## src/rtl/mul_seq_unit.sv

```systemverilog
// mul_seq_unit -- sequential shift-and-add 32x32 multiplier (low 32 bits).
//
// Ports:
//   clk         in   1   clock, rising edge
//   reset       in   1   asynchronous active-high reset
//   start       in   1   begin an operation (only with ALUControl = VMUL)
//   ALUControl  in   3   operation code, 3'b110 = VMUL
//   SrcA        in  32   multiplicand, sampled at accept
//   SrcB        in  32   multiplier, sampled at accept
//   kill        in   1   abort, returns to IDLE on the next edge
//   Result      out 32   registered product (low 32 bits)
//   ALUFlags    out  4   registered {N,Z,C,V}
//   busy        out  1   registered, high while in BUSY
//   done        out  1   registered, high while in DONE
//   stall       out  1   combinational hold request to the issuing stage
//
// Optional macro MUL_EARLY_TERM_EN: finish as soon as the remaining
// multiplier bits are all zero instead of always running 32 cycles.
module mul_seq_unit (
  input  logic        clk,
  input  logic        reset,
  input  logic        start,
  input  logic [2:0]  ALUControl,
  input  logic [31:0] SrcA,
  input  logic [31:0] SrcB,
  input  logic        kill,
  output logic [31:0] Result,
  output logic [3:0]  ALUFlags,
  output logic        busy,
  output logic        done,
  output logic        stall
);

  localparam logic [2:0] OP_VMUL = 3'b110;

  typedef enum logic [1:0] {
    IDLE = 2'd0,
    BUSY = 2'd1,
    DONE = 2'd2
  } state_t;

  state_t      state;
  state_t      state_next;
  logic [31:0] mcand;
  logic [31:0] mplier;
  logic [31:0] acc;
  logic [4:0]  count;
  logic [31:0] acc_sum;
  logic        accept;
  logic        last;

  assign accept = start && (ALUControl == OP_VMUL) && !kill &&
                  ((state == IDLE) || (state == DONE));

  // kill drops the hold immediately so the pipeline can flush this cycle.
  assign stall = !kill && ((state == BUSY) || accept);

  assign acc_sum = acc + (mplier[0] ? mcand : 32'd0);

`ifdef MUL_EARLY_TERM_EN
  // Post-shift multiplier is mplier >> 1; once that is zero no further
  // partial products can contribute.
  assign last = (count == 5'd31) || (mplier[31:1] == 31'd0);
`else
  assign last = (count == 5'd31);
`endif

  always_ff @(posedge clk or posedge reset) begin
    if (reset) begin
      state <= IDLE;
      busy  <= 1'b0;
      done  <= 1'b0;
    end else begin
      state <= state_next;
      busy  <= (state_next == BUSY);
      done  <= (state_next == DONE);
    end
  end

  always_comb begin
    state_next = state;
    if (kill) begin
      state_next = IDLE;
    end else begin
      case (state)
        IDLE:    if (accept) state_next = BUSY;
        BUSY:    if (last) state_next = DONE;
        DONE:    state_next = accept ? BUSY : IDLE;
        default: state_next = IDLE;
      endcase
    end
  end

  always_ff @(posedge clk or posedge reset) begin
    if (reset) begin
      mcand    <= 32'd0;
      mplier   <= 32'd0;
      acc      <= 32'd0;
      count    <= 5'd0;
      Result   <= 32'd0;
      ALUFlags <= 4'b0000;
    end else if (accept) begin
      mcand  <= SrcA;
      mplier <= SrcB;
      acc    <= 32'd0;
      count  <= 5'd0;
    end else if ((state == BUSY) && !kill) begin
      mcand  <= {mcand[30:0], 1'b0};
      mplier <= {1'b0, mplier[31:1]};
      acc    <= acc_sum;
      count  <= count + 5'd1;
      if (last) begin
        Result   <= acc_sum;
        ALUFlags <= {acc_sum[31], (acc_sum == 32'd0), 1'b0, 1'b0};
      end
    end
  end

endmodule

```

## config.mk

```make
export PLATFORM = sky130hd
export DESIGN_NAME = mul_seq_unit
export DESIGN_NICKNAME = d
export VERILOG_FILES = /design/src/rtl/mul_seq_unit.sv
export SDC_FILE = /design/constraint.sdc
export NUM_CORES = 1
export LEC_CHECK = 0
export BUFFER_PORTS_ARGS = -buffer_cell sky130_fd_sc_hd__buf_2
export CAP_MARGIN = 20
export CORE_MARGIN = 3
export CORE_UTILIZATION = 30
export DETAILED_ROUTE_END_ITERATION = 7
export PLACE_DENSITY = 0.51
export SLEW_MARGIN = 0
export SYNTH_ARGS = -nofsm -noshare
export SYNTH_HDL_FRONTEND = slang
export SYNTH_SLANG_ARGS = --single-unit
```

## constraint.sdc

```tcl
create_clock -name clk -period 5.1 [get_ports clk]
set_input_delay 0.51 -clock clk [delete_from_list [all_inputs] [get_ports clk]]
set_output_delay 0.51 -clock clk [all_outputs]
set_load 0.01 [all_outputs]
```

* Word level (Yosys, flattened, before mapping)
Index checks and enable logic that the tools add are counted.
Storage, ports and cells: flip-flop bits (word level) 139, bits of input ports 71, logic and storage cells 44
Operators by class: $add $sub $neg 2, equal/unequal tests 6, mux-type cells 14, bitwise gates (word level) 1, reduce and logical (&&, ||, !) cells 12
Operators with widths (count):
- $mux 32 | 7
- $add 32x32->32 | 1
- $logic_not 32->1 | 1
- $mux 5 | 2
- $mux 2 | 3
- $pmux 2 s3 | 1
- $add 5x1->5 const B | 1
- $eq 5x5->1 const B | 1
- $logic_and 1x1->1 | 5
- $eq 2x1->1 const B | 2
- $eq 2x2->1 const B | 2
- $eq 3x3->1 const B | 1
- $reduce_and 3->1 | 1
- $logic_not 2->1 | 1
- $logic_or 1x1->1 | 2
- $reduce_bool 2->1 | 1
- $logic_not 1->1 | 1
- $mux 1 | 1
- $not 1->1 | 1

* Logic depth before layout (Yosys ltp)
depth after elaboration 8, gate-level depth with buffers 14, depth with buffers taken out 13

* Worst setup path after synthesis
OpenSTA, ideal clock, no wires.
kind register to register, start register mplier[0], end register ALUFlags[2], setup time 76 ps, arrival time 2905 ps, required time 5024 ps, slack 2119 ps, cell stages (with the launch flop) 14, buffers on the path 0, period minus slack after synthesis 2981 ps, cells stage by stage dfrtp_1 -> and2_1 -> ha_1 -> fa_1 -> a21o_1 -> a21oi_2 -> xnor2_1 -> or4_1 -> a211o_1 -> nor4_2 -> nand4_1 -> nor4_2 -> nand4_1 -> o21ai_1
On the way: longest elaborated chain between the ends 3
RTL lines:
- from (decl) | RTL line 45 | logic [31:0] mplier;
- from (signal assigned) | RTL line 104 | mplier <= SrcB;
- from (signal assigned) | RTL line 109 | mplier <= {1'b0, mplier[31:1]};
- $mux 32 | RTL line 58 | assign acc_sum = acc + (mplier[0] ? mcand : 32'd0);
- $add 32x32->32 | RTL line 58
- $logic_not 32->1 | RTL line 114 | ALUFlags <= {acc_sum[31], (acc_sum == 32'd0), 1'b0, 1'b0};
- to (signal assigned) | RTL line 114
- to (decl) | RTL line 28 | output logic [3:0] ALUFlags,
No other way between the ends. A chain may end at the register's enable or synchronous reset.

* Worst setup path after layout
Same ends and word-level chain as after synthesis.

==> metrics.txt <==
status=completed; clk_lat worst skew=between 0.4 and 0.5 ns; Syn Area/Cell=around 9.0 µm²; routability congestion estimate=between 0.8 and 0.9; Critical Path End=ALUFlags[2]; # DRC=0; Pwr Total=3.27 mW; clock sink total=138; Worst path top cell family by delay=simple AND/OR/NAND/NOR gates; CTS Buf Count=17; Syn Std Cell Area=7520 µm²; crit path cell chain=and2_1 -> ha_1 -> fa_1 -> a21o_1 -> a21oi_2 -> xnor2_1 -> or4_1 -> a211o_1 -> nor4_2 -> nand4_1 -> nor4_2 -> nand4_1 -> o21ai_1; unrepaired setup endpoints after global routing=false; Total Routing Usage GR=15.6%; final setup violation count=0; wire per inst=16.1 µm; Die W=164 µm; num ports=110; first-pass GRT wire length=33000 µm; Layout Nets=between 1000 and 1500; Worst Setup Path Type=flip-flop to flip-flop; area grow syn2layout=18.6%; Pins Over Slew Limit=0; PD cells=367 nW/µm²; Post-synth EDFFs=0; area occupied by multi-input gates=3840 µm²; hold-fix buffers at CTS=0; final WL=20300 µm; Max Cap Viol=0; Worst Path Max Fanout=33; largest net degree at the start of global routing=81; dpl cells=1226; Final HPWL DP=14100 µm; initial antenna violation count=6; Slew HR=approximately two fifths; arrival time worst endpoint=4.18 ns; commonest non-fill, non-tap cell in the layout=nand2_1; Core Footprint=24500 µm²; DRT iter0 DRCs=408; clk root buf=clkbuf_16; Hold WC Path Type=input pin to async pin; prevailing post-synth register cell=dfrtp_1; Pre-antenna DRT Iters=6; async set-or-reset flop fraction in the synthesized netlist=100%; distinct cell type count after synthesis=65; H-tree depth=4; Critical R2R Launch=mplier[0]; fin area=8910 µm²; CTS tree=yes; Cell Area, Placed=8340 µm²; Worst path slowest cell=dfrtp_1; worst-margin pin slew=0.930 ns; remaining antenna violation count after routing=0; # fillers=2518; Synth Register Bits=138; Die Y=roughly 160 µm; Yosys warning count=0; Final Cycle Share=75.2%; Seq/Total Area, Yosys=45.9%; vias per std cell=4.94; r2r endpoint=ALUFlags[2]; R2R depth=13; Max VDD drop=0.184 mV; Crit path buffers/inverters=0; Setup Skew=0.0121 ns; worst setup path startpoint=mplier[0]; number of global-route vias before repair=between 6000 and 7000; Post-CTS Resized=0; post-CTS setup buffer count=0; Layout Cells excl Fill=1258; static leakage=4.55 nW; clk slew on worst S/H paths=~0.06 ns; Die Footprint=27000 µm²; Fmax=0.261 GHz; final-report hold violation count=0; CP Data Required Time=5.45 ns; Setup TNS=0 ns; via count=~6200; Tmin final=3.83 ns; Seq. cell area=~3500 µm²; layout cells sized above 1=18.1%; cell count after synthesis=roughly 840; flop2flop setup slack=1.27 ns; GR Overflow Total=0; Rows=57; commonest cells after routing, fill and taps aside=234 x nand2_1, 138 x dfrtp_1, 107 x buf_2, 62 x a22oi_1, 56 x o21ai_0; initial core utilization=30.7%; Longest Clk Path Bufs=2; Crit. End Element=flip-flop; Largest stage delay, worst path=0.70 ns; IO buf count=107; critical path launch point type=flip-flop; number of cells on the critical path=13
[per-layer routing]
metal | part of all wire [%] | global-route usage (%)
met1 | 49 | 22.6
met2 | 43 | 22.6
met3 | 6.1 | 4.36
met4 | 1.2 | 4.31
met5 | 0.28 | 0
[final cells by class]
class | count | share of cell area, %
Clock buffer | 18 | 4.81
Antenna cell | 1 | 0.0281
Tap cell | 324 | 4.55
Timing Repair Buffer | 114 | 6.74
Multi-Input combinational cell | 641 | 43.1
Sequential cell | 138 | 38.7
Clock inverter | 13 | 1.63
Inverter | 9 | 0.435
[sequential cells by signal, indices dropped and copies added, names as in the netlist]
name and count:
acc 32, ALUFlags 1, Result 32, mcand 32
busy 1, mplier 32, done 1, count 5
state 2
[Yosys cell counts, types with 3 or more instances]
cell type | instances | area, µm²
nand2_1 | 234 | 878
dfrtp_1 | 138 | 3450
a22oi_1 | 62 | 465
o21ai_0 | 56 | 280
clkbuf_1 | 41 | 154
and2_1 | 35 | 219
ha_1 | 33 | 413
a21oi_1 | 26 | 130
nor2_1 | 22 | 82.6
a21o_1 | 17 | 128
xnor2_1 | 12 | 105
xor2_1 | 12 | 105
a22o_1 | 11 | 96.3
o21ai_1 | 11 | 55.1
nand4_1 | 10 | 62.6
inv_1 | 9 | 33.8
nand3_1 | 8 | 40.0
nor3_1 | 8 | 40.0
o21bai_1 | 7 | 52.6
mux2_2 | 6 | 67.6
a211oi_1 | 5 | 37.5
a31oi_1 | 5 | 31.3
o21a_1 | 5 | 37.5
buf_4 | 4 | 30.0
o22ai_1 | 4 | 25.0
buf_1 | 3 | 11.3
buf_2 | 3 | 15.0
o211ai_1 | 3 | 22.5
or3_1 | 3 | 18.8
[worst min-delay path by stage]
stage / end / startpoint / slack (ns) / depth (start not counted)
floorplan: mcand[31] / mcand[31] / 0.45 / 2
global placement: Result[11] / Result[11] / 0.45 / 2
detailed placement: Result[27] / Result[27] / 0.46 / 2
CTS: mplier[22] / reset / 0.05 / 2
global route: mplier[22] / reset / 0.06 / 2
finish: mplier[24] / reset / 0.04 / 2
[stage by stage]
stage	setup WS, ns	utilization, %	hold slack (ns)
3_3_place_gp	1.27	34.1	0.455
2_1_floorplan	0.894	-	0.446
4_1_cts	1.18	36.4	0.0453
3_5_place_dp	1.20	34.1	0.459
5_1_grt	0.978	36.4	0.0624
6_report	1.27	36.4	0.0449
[worst register-to-register path: cells and delay by family, from the launching register on]
| kind | cells | cell delay (ns) |
|---|---|---|
| and+or+nand+nor | 6 | 1.51 |
| AOI/OAI and AO/OA | 4 | 0.81 |
| DFF | 1 | 0.70 |
| adders and majority gates | 2 | 0.63 |
| xor gates and xnor gates | 1 | 0.11 |
[logic make-up (layout without fill, tap and decap cells)]
family / Yosys count / count (layout) / share of synthesized area, %
simple gates: 339 / 339 / 20.0
other cells: 1 / 3 / 0.0499
mux: 8 / 8 / 1.23
flops: 138 / 138 / 45.9
fa+ha+maj: 34 / 34 / 5.76
xor+xnor: 25 / 25 / 3.01
buf+inv: 60 / 154 / 3.24
compound gates: 233 / 233 / 20.8
[power breakdown]
part | total [mW] | internal (mW) | switching (mW)
Sequential | 1.42 | 1.28 | 0.144
Clock | 1.23 | 0.723 | 0.504
Combinational | 0.625 | 0.248 | 0.377
Total | 3.27 | 2.25 | 1.03
(Power assumes the default switching activity.)
